--- src/rtl/bcd_seg_pkg.sv ---
// ---------------------------------------------------------------------------
// bcd_seg_pkg
//   Shared types and segment constants for the two-digit multiplexed
//   seven-segment driver (bcd_seg_scan) and its digit decoder (bcd_to_seg).
//
//   Segment vectors are ordered {g,f,e,d,c,b,a} and are active-high.
// ---------------------------------------------------------------------------
package bcd_seg_pkg;

    // Which digit currently owns the shared segment bus.
    typedef enum logic {
        DIG_ONES = 1'b0,
        DIG_TENS = 1'b1
    } digit_e;

    localparam logic [6:0] SEG_BLANK = 7'h00;
    localparam logic [6:0] SEG_DASH  = 7'h40;   // g only
    localparam logic [6:0] SEG_E     = 7'h79;   // a,d,e,f,g

    // Standard decimal glyphs, index = digit value.
    localparam logic [6:0] SEG_DIGIT [0:9] = '{
        7'h3F,  // 0
        7'h06,  // 1
        7'h5B,  // 2
        7'h4F,  // 3
        7'h66,  // 4
        7'h6D,  // 5
        7'h7D,  // 6
        7'h07,  // 7
        7'h7F,  // 8
        7'h6F   // 9
    };

endpackage

--- src/rtl/bcd_seg_scan_if.sv ---
// ---------------------------------------------------------------------------
// bcd_seg_scan_if
//   Bundles the BCD input word from the encoder stage with the multiplexed
//   display outputs of bcd_seg_scan.
//
//   bcd[4:0]  tens digit in bit 4, ones digit in bits 3:0
//   valid     bcd is meaningful
//   seg[6:0]  segments {g,f,e,d,c,b,a}, active-high
//   an[1:0]   one-hot digit enable (an[0] ones, an[1] tens)
//   err       held ones digit is out of range (> 9)
//
//   master : the side producing bcd/valid and watching the display
//   slave  : the display driver itself
// ---------------------------------------------------------------------------
interface bcd_seg_scan_if;

    logic [4:0] bcd;
    logic       valid;
    logic [6:0] seg;
    logic [1:0] an;
    logic       err;

    modport master (
        output bcd,
        output valid,
        input  seg,
        input  an,
        input  err
    );

    modport slave (
        input  bcd,
        input  valid,
        output seg,
        output an,
        output err
    );

endinterface

--- src/rtl/bcd_to_seg.sv ---
// ---------------------------------------------------------------------------
// bcd_to_seg
//   Combinational single-digit decoder.
//
//   digit[3:0] : digit value to render
//   blank      : render nothing (leading-zero suppression)
//   dash       : render a dash (no valid value held); overrides everything
//   seg[6:0]   : segment code {g,f,e,d,c,b,a}
//   oor        : digit is above 9 and is being rendered as 'E'
// ---------------------------------------------------------------------------
module bcd_to_seg
    import bcd_seg_pkg::*;
(
    input  logic [3:0] digit,
    input  logic       blank,
    input  logic       dash,
    output logic [6:0] seg,
    output logic       oor
);

    always_comb begin
        seg = SEG_BLANK;
        oor = 1'b0;
        if (dash) begin
            seg = SEG_DASH;
        end else if (blank) begin
            seg = SEG_BLANK;
        end else if (digit > 4'd9) begin
            seg = SEG_E;
            oor = 1'b1;
        end else begin
            seg = SEG_DIGIT[digit];
        end
    end

endmodule

--- src/rtl/bcd_seg_scan.sv ---
// ---------------------------------------------------------------------------
// bcd_seg_scan
//   Two-digit multiplexed seven-segment driver. A free-running divider
//   alternates the shared segment bus between the ones and tens digits,
//   each enabled for SCAN_DIV cycles. The BCD input is captured only at the
//   end of a full frame (after the tens digit), so a frame never shows a
//   mix of old and new values.
//
//   Parameters
//     SCAN_DIV      cycles each digit stays enabled (>= 2)
//     BLANK_LEADING 1: tens digit 0 is blanked, 0: shown as '0'
//
//   Ports
//     clk   rising-edge clock
//     rst   synchronous active-high reset
//     bus   bcd_seg_scan_if.slave (bcd/valid in, seg/an/err out)
// ---------------------------------------------------------------------------
module bcd_seg_scan
    import bcd_seg_pkg::*;
#(
    parameter int SCAN_DIV      = 50000,
    parameter bit BLANK_LEADING = 1'b1
) (
    input  logic           clk,
    input  logic           rst,
    bcd_seg_scan_if.slave  bus
);

    generate
        if (SCAN_DIV < 2) begin : g_bad_scan_div
            $error("bcd_seg_scan: SCAN_DIV must be 2 or more");
        end
    endgenerate

    localparam int CNT_W = (SCAN_DIV > 2) ? $clog2(SCAN_DIV) : 1;
    localparam logic [CNT_W-1:0] CNT_LAST = CNT_W'(SCAN_DIV - 1);

    logic [CNT_W-1:0] div_cnt;
    digit_e           digit_q;

    logic             tens_h;
    logic [3:0]       ones_h;
    logic             valid_h;

    logic             at_wrap;
    logic             frame_end;

    logic [3:0]       dec_digit;
    logic             dec_blank;
    logic             dec_dash;
    logic [6:0]       dec_seg;
    logic             dec_oor;
    logic             err_d;

    logic [6:0]       seg_p1;
    logic [1:0]       an_p1;
    logic             err_p1;

    assign at_wrap   = (div_cnt == CNT_LAST);
    assign frame_end = at_wrap && (digit_q == DIG_TENS);

    // ---- stage 0: scan counter, digit FSM and frame capture --------------
    always_ff @(posedge clk) begin
        if (rst) begin
            div_cnt <= '0;
            digit_q <= DIG_ONES;
            tens_h  <= 1'b0;
            ones_h  <= 4'd0;
            valid_h <= 1'b0;
        end else begin
            if (at_wrap) begin
                div_cnt <= '0;
                case (digit_q)
                    DIG_ONES: digit_q <= DIG_TENS;
                    DIG_TENS: digit_q <= DIG_ONES;
                    default:  digit_q <= DIG_ONES;
                endcase
            end else begin
                div_cnt <= div_cnt + CNT_W'(1);
            end

            if (frame_end) begin
                tens_h  <= bus.bcd[4];
                ones_h  <= bus.bcd[3:0];
                valid_h <= bus.valid;
            end
        end
    end

    assign dec_digit = (digit_q == DIG_ONES) ? ones_h : {3'b000, tens_h};
    assign dec_blank = BLANK_LEADING && (digit_q == DIG_TENS) && !tens_h;
    assign dec_dash  = !valid_h;

    bcd_to_seg u_dec (
        .digit (dec_digit),
        .blank (dec_blank),
        .dash  (dec_dash),
        .seg   (dec_seg),
        .oor   (dec_oor)
    );

    // The decoder only sees the ones digit during the ones phase. The held
    // registers change only on the TENS->ONES wrap, so every frame starts
    // in the ones phase with fresh held data: refresh err there and keep it
    // through the tens phase. Net effect is err = valid_h && ones_h > 9.
    assign err_d = (digit_q == DIG_ONES) ? dec_oor : err_p1;

    // ---- stage 1: registered display outputs ----------------------------
    always_ff @(posedge clk) begin
        if (rst) begin
            seg_p1 <= SEG_BLANK;
            an_p1  <= 2'b00;
            err_p1 <= 1'b0;
        end else begin
            seg_p1 <= dec_seg;
            an_p1  <= (digit_q == DIG_ONES) ? 2'b01 : 2'b10;
            err_p1 <= err_d;
        end
    end

    assign bus.seg = seg_p1;
    assign bus.an  = an_p1;
    assign bus.err = err_p1;

endmodule

--- src/flat_wrapper.sv ---
// flat-port wrapper written by rule: the top's interface ports become plain ports
module bcd_seg_scan_flat import bcd_seg_pkg::*;
#(
    parameter int SCAN_DIV      = 50000,
    parameter bit BLANK_LEADING = 1'b1
)
  (clk, rst, bus_bcd, bus_valid, bus_seg, bus_an, bus_err);
  bcd_seg_scan_if bus_i ();
  input  logic clk;
  input  logic rst;
  input wire logic [$bits(bus_i.bcd)-1:0] bus_bcd;
  input wire logic [$bits(bus_i.valid)-1:0] bus_valid;
  output wire logic [$bits(bus_i.seg)-1:0] bus_seg;
  output wire logic [$bits(bus_i.an)-1:0] bus_an;
  output wire logic [$bits(bus_i.err)-1:0] bus_err;
  assign bus_i.bcd = bus_bcd;
  assign bus_i.valid = bus_valid;
  assign bus_seg = bus_i.seg;
  assign bus_an = bus_i.an;
  assign bus_err = bus_i.err;
  bcd_seg_scan #(.SCAN_DIV(SCAN_DIV), .BLANK_LEADING(BLANK_LEADING)) u_core (.clk(clk), .rst(rst), .bus(bus_i));
endmodule
--- config.mk ---
export PLATFORM = sky130hd
export DESIGN_NAME = bcd_seg_scan_flat
export DESIGN_NICKNAME = d
export VERILOG_FILES = /design/src/rtl/bcd_seg_pkg.sv /design/src/rtl/bcd_seg_scan_if.sv /design/src/rtl/bcd_to_seg.sv /design/src/rtl/bcd_seg_scan.sv /design/src/flat_wrapper.sv
export SDC_FILE = /design/constraint.sdc
export NUM_CORES = 1
export LEC_CHECK = 0
export ABC_AREA = 1
export BUFFER_PORTS_ARGS = -buffer_cell sky130_fd_sc_hd__buf_2
export CORE_MARGIN = 2
export CORE_UTILIZATION = 45
export CTS_CLUSTER_DIAMETER = 60
export DETAILED_ROUTE_END_ITERATION = 6
export GPL_TIMING_DRIVEN = 0
export PLACE_DENSITY = 0.7
export SYNTH_ARGS = -nofsm -noshare
export SYNTH_HDL_FRONTEND = slang
export SYNTH_SLANG_ARGS = --single-unit
--- constraint.sdc ---
create_clock -name clk -period 2.18 [get_ports clk]
set_clock_uncertainty 0.15 [all_clocks]
set_input_delay 0.109 -clock clk [delete_from_list [all_inputs] [get_ports clk]]
set_output_delay 0.109 -clock clk [all_outputs]
set_load 0.005 [all_outputs]
== After elaboration in Yosys (flattened, before gate mapping) ==
Memory sizes are Yosys's and may differ from the RTL's.
Index checks and enable logic that the tools add are counted.
Word-level totals
  memories: 1
  flip-flop bits (word level): 33
  word-level logic and storage cells: 35
  output and inout port bits: 10
  ROM bits: 112
  input port bits: 8
Memory list
  (name not given): words 16, width 7, rd ports 1, clocked after Yosys merged registers in 0, wr ports 0, line bcd_to_seg.sv:32  | seg = SEG_DIGIT[digit];
Cells by class
  add/sub/neg operators: 1
  reduce and logical (&&, ||, !) cells: 6
  $lt $le $gt $ge: 2
  muxes and demuxes: 11
  equality and inequality tests: 1
  bitwise logic cells: 3
Operators by type and width (count)
  $mux W7: 5
  $add A16 B1 Y16 const B: 1
  $eq A16 B16 Y1 const B: 1
  $ge A5 B5 Y1 const B: 1
  $not A4 Y5: 1
  $gt A4 B4 Y1 const B: 1
  $mux W4: 1
  $reduce_or A4 Y1: 1
  $mux W1: 3
  $reduce_or A3 Y1: 1
  $logic_and A1 B1 Y1: 2
  $mux W2: 1
  $not A1 Y1: 2
  $pmux W1 S2: 1
  $reduce_or A2 Y1: 1
  $logic_not A1 Y1: 1

== Longest topological paths before layout ==
Gate-level depths: netlist of the first run.
  depth after elaboration: 8
  gate-level depth with buffers: 11
  gate-level depth less buffers: 11

== Hierarchy ==
Synthesis of the first run repeated with hierarchy kept, for this count alone.
Second synthesis, totals
  cells, all modules: 240
  area, all modules: 1661.6 µm²
Modules (own cells, without submodules)
  bcd_seg_scan: instances 1, area an instance 1396.3 µm², sequential area each 660.6 µm², cells each 191
  bcd_to_seg: instances 1, area an instance 265.3 µm², sequential area each 0.0 µm², cells each 49

== Least setup slack after synthesis of the first run ==
No wires, ideal clock.
  kind: reg2reg
  from: register u_core.div_cnt[0]
  to: register u_core.div_cnt[7]
  clock period less this slack: 1474 ps
  slack: 706 ps
  path buffers: 1
  data required time: 1915 ps
  cell stages (with the launch flop): 8
  setup time: 115 ps
  arrival time: 1209 ps
  path through: dfxtp_1 ha_1 nand3_1 nor2_4 nand2_4 nand2_4 buf_6 nor2_1
Between the ends
  longest elaborated chain between the ends: 2
  elaborated cells on any way between the ends: 3
  classes of those cells: add/sub (1); eq/ne (1); reduce/logical (1)
RTL lines
  from (decl): line bcd_seg_scan.sv:38  | logic [CNT_W-1:0] div_cnt;
  from (signal assigned): line bcd_seg_scan.sv:79  | div_cnt <= div_cnt + CNT_W'(1);
  parallel branches: the longest is 2 deep, another holds $add A16 B1 Y16
Several ways; the timed one is not identified.
A chain may end at the register's enable or synchronous reset.

== Worst setup path after layout of the first run ==
  from: register u_core.div_cnt[0]
  to: register u_core.div_cnt[6]
The elaborated chain is that of the path after synthesis.

==> results of run 1 <==
## synth_stat cells (all sizes together)
| master | count |
|---|---|
| nor3 | 5 |
| xor2 | 6 |
| inv | 22 |
| o21ai | 5 |
| clkbuf | 1 |
| nor2 | 28 |
| nand2 | 47 |
| ha | 4 |
| a21oi | 21 |
| nand3 | 9 |
| nor3b | 2 |
| buf | 2 |
| a31oi | 1 |
| nand4 | 11 |
| nand3b | 1 |
| dfxtp | 33 |
| xnor2 | 1 |
## worst max-delay path: cells and delay by family, from the launching register on
kind	cells	cell delay, ns
adder cells (fa/ha/maj)	1	0.20
buffers and inverters	1	0.15
flip-flops	1	0.37
AND/OR/NAND/NOR	5	0.69
## power groups by stage
stage	clock [W]	sequential (W)	combinational [W]
floorplan	0	0.000626	0.0000164
global placement	0	0.000626	0.0000287
detailed placement	0	0.000627	0.0000290
CTS	0.000395	0.000613	0.0000383
global route	0.000420	0.000613	0.0000434
finish	0.000382	0.000612	0.0000381
## metrics by stage
step / worst slack (ns) / instances / area (µm²)
6_report: 0.519 / 277 / 1800
5_1_grt: 0.406 / 277 / 1800
4_1_cts: 0.501 / 277 / 1800
3_5_place_dp: 0.507 / 262 / 1660
3_3_place_gp: 0.536 / 262 / 1660
2_1_floorplan: 0.706 / 199 / 1520
## kinds of logic (layout without fill, tap and decap cells)
logic type | count (synthesis) | count (layout) | share of synthesized area [%]
compound gates | 27 | 27 | 9.00
flops | 33 | 33 | 43.6
simple gates | 103 | 103 | 33.3
buf+inv | 25 | 57 | 6.77
fa+ha+maj | 4 | 4 | 3.30
xor+xnor | 7 | 7 | 4.05
## worst min path at each step
stage | endpoint
after floorplan | u_core.ones_h[0]
after global placement | u_core.valid_h
after detailed placement | u_core.tens_h
after CTS | u_core.div_cnt[0]
after global routing | u_core.div_cnt[0]
final | u_core.div_cnt[0]
## layer usage
layer / track usage (%) / up-vias
met5: 0 / -
li1: - / 711
met4: 7.60 / 0
met1: 23.5 / 590
met3: 5.59 / 5
met2: 22.8 / 35
## registers in the layout, summed over array words and instances (netlist names)
name and flops:
u_core.digit_q 1, u_core.bus.an 2, u_core.tens_h 1, u_core.bus.seg 7, u_core.div_cnt 16, u_core.bus.err 1
u_core.valid_h 1, u_core.ones_h 4
## area by class of cell
class                           instances  area (µm²)  area share, %
Buffer                                  3        20.0           1.11
Clock buffer                            7        65.1           3.62
Clock inverter                          1        5.00          0.278
Inverter                               22        82.6           4.59
Multi-Input combinational cell        141         752           41.8
Sequential cell                        33         661           36.7
Tap cell                               46        57.6           3.20
Timing Repair Buffer                   24         155           8.63
==> run_results.csv, run 1 <==
group,metric,value,unit
outcome,status,"finished clean",
hold_path,hold_class,"reg -> reg",
grt,grt_max_degree,11,
sta,finalCritPeriodShare,76.2,%
synth,synth_area_leaders,"dfxtp_1, nand2_1, a21oi_1, nor2_1, inv_1",
power,p_int,0.000817,W
hold_path,whs_path_depth,1,
synth,synth_top_area_share,43.6,%
sta,worst_pin_slew,0.437,ns
placed_design,gp_congestion,0.827,
setup_path,ff2ff_setup_slack,0.52,ns
power,p_seq_share,59.3,%
clock_network,cts_hold_buf,7,
die,floorplan.initialDensity,46.1,%
sta,post-route-min-period,1.66,ns
cells_and_area,diodes,0,
detailed_routing,viasPerCell,4.84,
grt,grt_pass1_vias,1131,
detailed_routing,wl_per_cell,9.96,µm
cells_and_area,drive_gt1_share,16.5,%
power,switching_share,20.9,%
cells_and_area,layout_commonest_cell,"nand2_1",
synth,synthesis.nets,211,
cells_and_area,finish.utilization,54.7,%
grt,grt_use_total,16.7,%
synth,synth_seq_area_share,43.6,%
clock_network,htreeDepth,2,
power,p_per_area,574,nW/µm²
synth,yosysTopAreaCell,"dfxtp_1",
synth,synth_area,1520,µm²
synth,ys_seq_elements,33,
setup_path,worstSetupEndpoint,"u_core.div_cnt[6]",
setup_path,cp_slowest_cell,"dfxtp_1",
clock_network,clk_latency,0.33,ns
setup_path,cp-end-kind,"flip-flop",
clock_network,post_cts_buffers,0,
cells_and_area,final_cell_mix,"nand2_1, dfxtp_1, nor2_1, inv_1, a21oi_1",
detailed_routing,wl_met2,1.19,mm
placed_design,post-dp-hpwl,2.05,mm
synth,syn_inst,199,
setup_path,rr_endpoint,"u_core.div_cnt[6]",
sta,fin_hold_ws,0.305,ns
detailed_routing,dr_total_vias,1341,
power,switchingPower,0.000216,W
synth,synth.distinct_cells,27,
clock_network,cts_inserted_buffers,5,
synth,syn_avg_cell_area,7.61,µm²
die,fp.dieW,62.0,µm
setup_path,critPathKind,"reg -> reg",
detailed_routing,routed.top_layer,"met4",
cells_and_area,syn2layout_area_growth,18.7,%
detailed_routing,drc_errors,0,
power,share_comb_of_total_power,3.7,%
clock_network,cts_resized,0,
setup_path,crit_path_start,"u_core.div_cnt[0]",
sta,drv_slew,0,
power,pwr-share-clk,37.0,%
grt,antenna_found_initial,0,
setup_path,worstPathRequired,2.26,ns
setup_path,cpMostUsedCell,"nand2_4",
setup_path,start_kind,"flip-flop",
setup_path,cp_slowest_stage_delay,0.37,ns
sta,tns,0,ns
clock_network,cts.clk_slew.worst_paths,0.09,ns
cells_and_area,finalNetCount,242,
clock_network,cts_tree,"done",
sta,relSlewSlack,70.6,%
hold_path,hp-start,"u_core.div_cnt[0]",
grt,gr-total-overflow,0,
die,die_h,62.0,µm
sta,fmax,602,MHz
detailed_routing,drt_iter0_drc,58,
power,power.leakage,0.752,nW
sta,hold_violations,0,
die,core.rowCount,21,
sta,finalSetupViolCount,0,
job,drv_cap,0,
detailed_routing,dr.pass1.iters,4,
detailed_routing,wl_met1,1.38,mm
clock_network,root_buffer,"clkbuf_4",
clock_network,clock_sinks,33,
setup_path,cp_cell_sequence,"ha_1, nand3_1, nor2_4, nand2_4, nand2_4, buf_6, nor2_1",
detailed_routing,met3_wirelength,137,µm
grt,grt_pass1_wl,4.71,mm
clock_network,cts_buffer_depth,2,
synth,yosysWarnings,0,
setup_path,reg2regPathDepth,7,
cells_and_area,fillerInstances,312,
setup_path,r2r-start,"u_core.div_cnt[0]",
die,core-area,3280,µm²
detailed_routing,wl,2.76,mm
setup_path,cp_data_arrival_time,1.74,ns
power,irDropWorstVdd,459,µV
placed_design,portBuffers,17,
die,io_pins,18,
power,fin_total_pwr,0.00103,W
sta,rsz0062_at_grt,"no",
setup_path,path_max_fanout,10,
die,dieArea,3850,µm²
detailed_routing,ant_nets,0,
(Power assumes the default switching activity.)
==> run 2: changes to the inputs <==
Clock period 2.18 ns to 1.75 ns, I/O delays scaled along.
==> run_results.csv, run 2 (synthesis results as in run 1) <==
group,metric,value,unit
setup_path,cp-end-kind,"flip-flop",
detailed_routing,dr.pass1.iters,4,
detailed_routing,drt_iter0_drc,57,
setup_path,worstPathRequired,1.83,ns
outcome,status,"finished clean",
setup_path,start_kind,"flip-flop",
clock_network,cts_resized,0,
cells_and_area,finalNonFillerCells,278,
sta,hold_violations,0,
cells_and_area,largest_reg_flops,16,
setup_path,critPathKind,"reg -> reg",
sta,relSlewSlack,70.6,%
cells_and_area,finalNetCount,243,
die,floorplan.initialDensity,46.1,%
grt,grt_pass1_wl,4.71,mm
setup_path,path_max_fanout,10,
grt,grt_max_degree,11,
placed_design,gp_congestion,0.827,
grt,antenna_found_initial,0,
setup_path,cp_data_arrival_time,1.68,ns
grt,gr-total-overflow,0,
sta,worst_pin_slew,0.437,ns
cells_and_area,final_cell_mix,"nand2_1, dfxtp_1, nor2_1, inv_1, a21oi_1",
detailed_routing,viasPerCell,4.76,
clock_network,root_buffer,"clkbuf_4",
power,power.leakage,0.757,nW
grt,grt_pass1_vias,1131,
power,p_per_area,711,nW/µm²
detailed_routing,dr_total_vias,1324,
placed_design,post-dp-hpwl,2.05,mm
cells_and_area,diodes,0,
hold_path,hold_class,"reg -> reg",
sta,drv_slew,0,
cells_and_area,layout_commonest_cell,"nand2_1",
placed_design,portBuffers,17,
grt,grt_use_total,16.7,%
cells_and_area,top_register,"u_core.div_cnt",
clock_network,cts_buffer_depth,2,
clock_network,clk_latency,0.33,ns
die,core.rowCount,21,
sta,rsz0062_at_grt,"no",
detailed_routing,drc_errors,0,
sta,finalSetupViolCount,0,
sta,fmax,621,MHz
die,io_pins,18,
power,irDropWorstVdd,569,µV
job,drv_cap,0,
die,die_h,62.0,µm
die,dieArea,3850,µm²
clock_network,cts_inserted_buffers,5,
clock_network,htreeDepth,2,
sta,tns,0,ns
cells_and_area,syn2layout_area_growth,19.2,%
detailed_routing,wl_per_cell,9.95,µm
detailed_routing,ant_nets,0,
die,core-area,3280,µm²
clock_network,cts_tree,"done",
placed_design,post-place-cells,262,
sta,finalCritPeriodShare,92.0,%
detailed_routing,wl,2.77,mm
die,fp.dieW,62.0,µm
cells_and_area,drive_gt1_share,16.8,%
clock_network,cts.clk_slew.worst_paths,0.09,ns
sta,post-route-min-period,1.61,ns
clock_network,clock_sinks,33,
==> run 2: changes by cell type in the layout (fill, tap and decap cells not counted) <==
cell / change
buf_4: +1
==> run 2: path summary, 6_finish.rpt <==
path | slack (ns) | depth (start not counted) | to | startpoint
min reg2reg | 0.30 | 1 | u_core.div_cnt[0] | u_core.div_cnt[0]
max | 0.14 | 7 | u_core.div_cnt[6] | u_core.div_cnt[0]
min | 0.30 | 1 | u_core.div_cnt[0] | u_core.div_cnt[0]
max reg2reg | 0.14 | 7 | u_core.div_cnt[6] | u_core.div_cnt[0]
==> run 2: cell type report <==
type | count | area [µm²]
multi-input cells | 141 | 752
inverters | 22 | 82.6
plain buffers | 3 | 20.0
clock inverters | 1 | 5.00
well taps | 46 | 57.6
flip-flops and latches | 33 | 661
fillers | 312 | 1480
repair buffers | 25 | 163
clock buffers | 7 | 65.1
==> run 2: layer usage <==
| layer | GRT usage [%] | up-vias | part of all wire, % | wire [µm] |
|---|---|---|---|---|
| met3 | 5.59 | 5 | 5.3 | 148 |
| met1 | 23.5 | 572 | 50 | 1370 |
| met4 | 7.60 | 0 | 1.7 | 48 |
| li1 | - | 712 | - | - |
| met2 | 22.8 | 35 | 43 | 1200 |
| met5 | 0 | - | 0 | 0 |
==> run 2: report_power, final <==
group / internal (W) / leakage, nW / switching [W] / total, W
sequential: 0.000759 / 0.267 / 0.00000418 / 0.000763
combinational: 0.0000259 / 0.449 / 0.0000213 / 0.0000473
clock: 0.000233 / 0.0413 / 0.000241 / 0.000473
==> run 2: what timing repair did <==
action | CTS | global route
setup buffers | 0 | 1
hold buffers | 7 | 0
endpoints found under the hold margin | 13 | 0
setup endpoints to repair | 0 | 10
==> run 2: critical path: stages, from the launching register on <==
cell     delay [ns]
dfxtp_1        0.37
ha_1           0.20
nand3_1        0.17
nor2_4         0.23
nand2_4        0.08
nand2_4        0.10
buf_6          0.15
nor2_1         0.05
==> run 2: per-stage QoR <==
stage / total power (W) / setup WS, ns / hold slack [ns] / area [µm²] / utilization, %
after floorplan: 0.000801 / 0.276 / 0.109 / 1520 / -
after CTS: 0.00130 / 0.0707 / 0.312 / 1800 / 54.7
after global placement: 0.000816 / 0.106 / 0.219 / 1660 / 50.5
after global routing: 0.00134 / 0.0388 / 0.340 / 1810 / 55.0
final: 0.00128 / 0.141 / 0.305 / 1810 / 55.0
after detailed placement: 0.000817 / 0.0774 / 0.220 / 1660 / 50.5
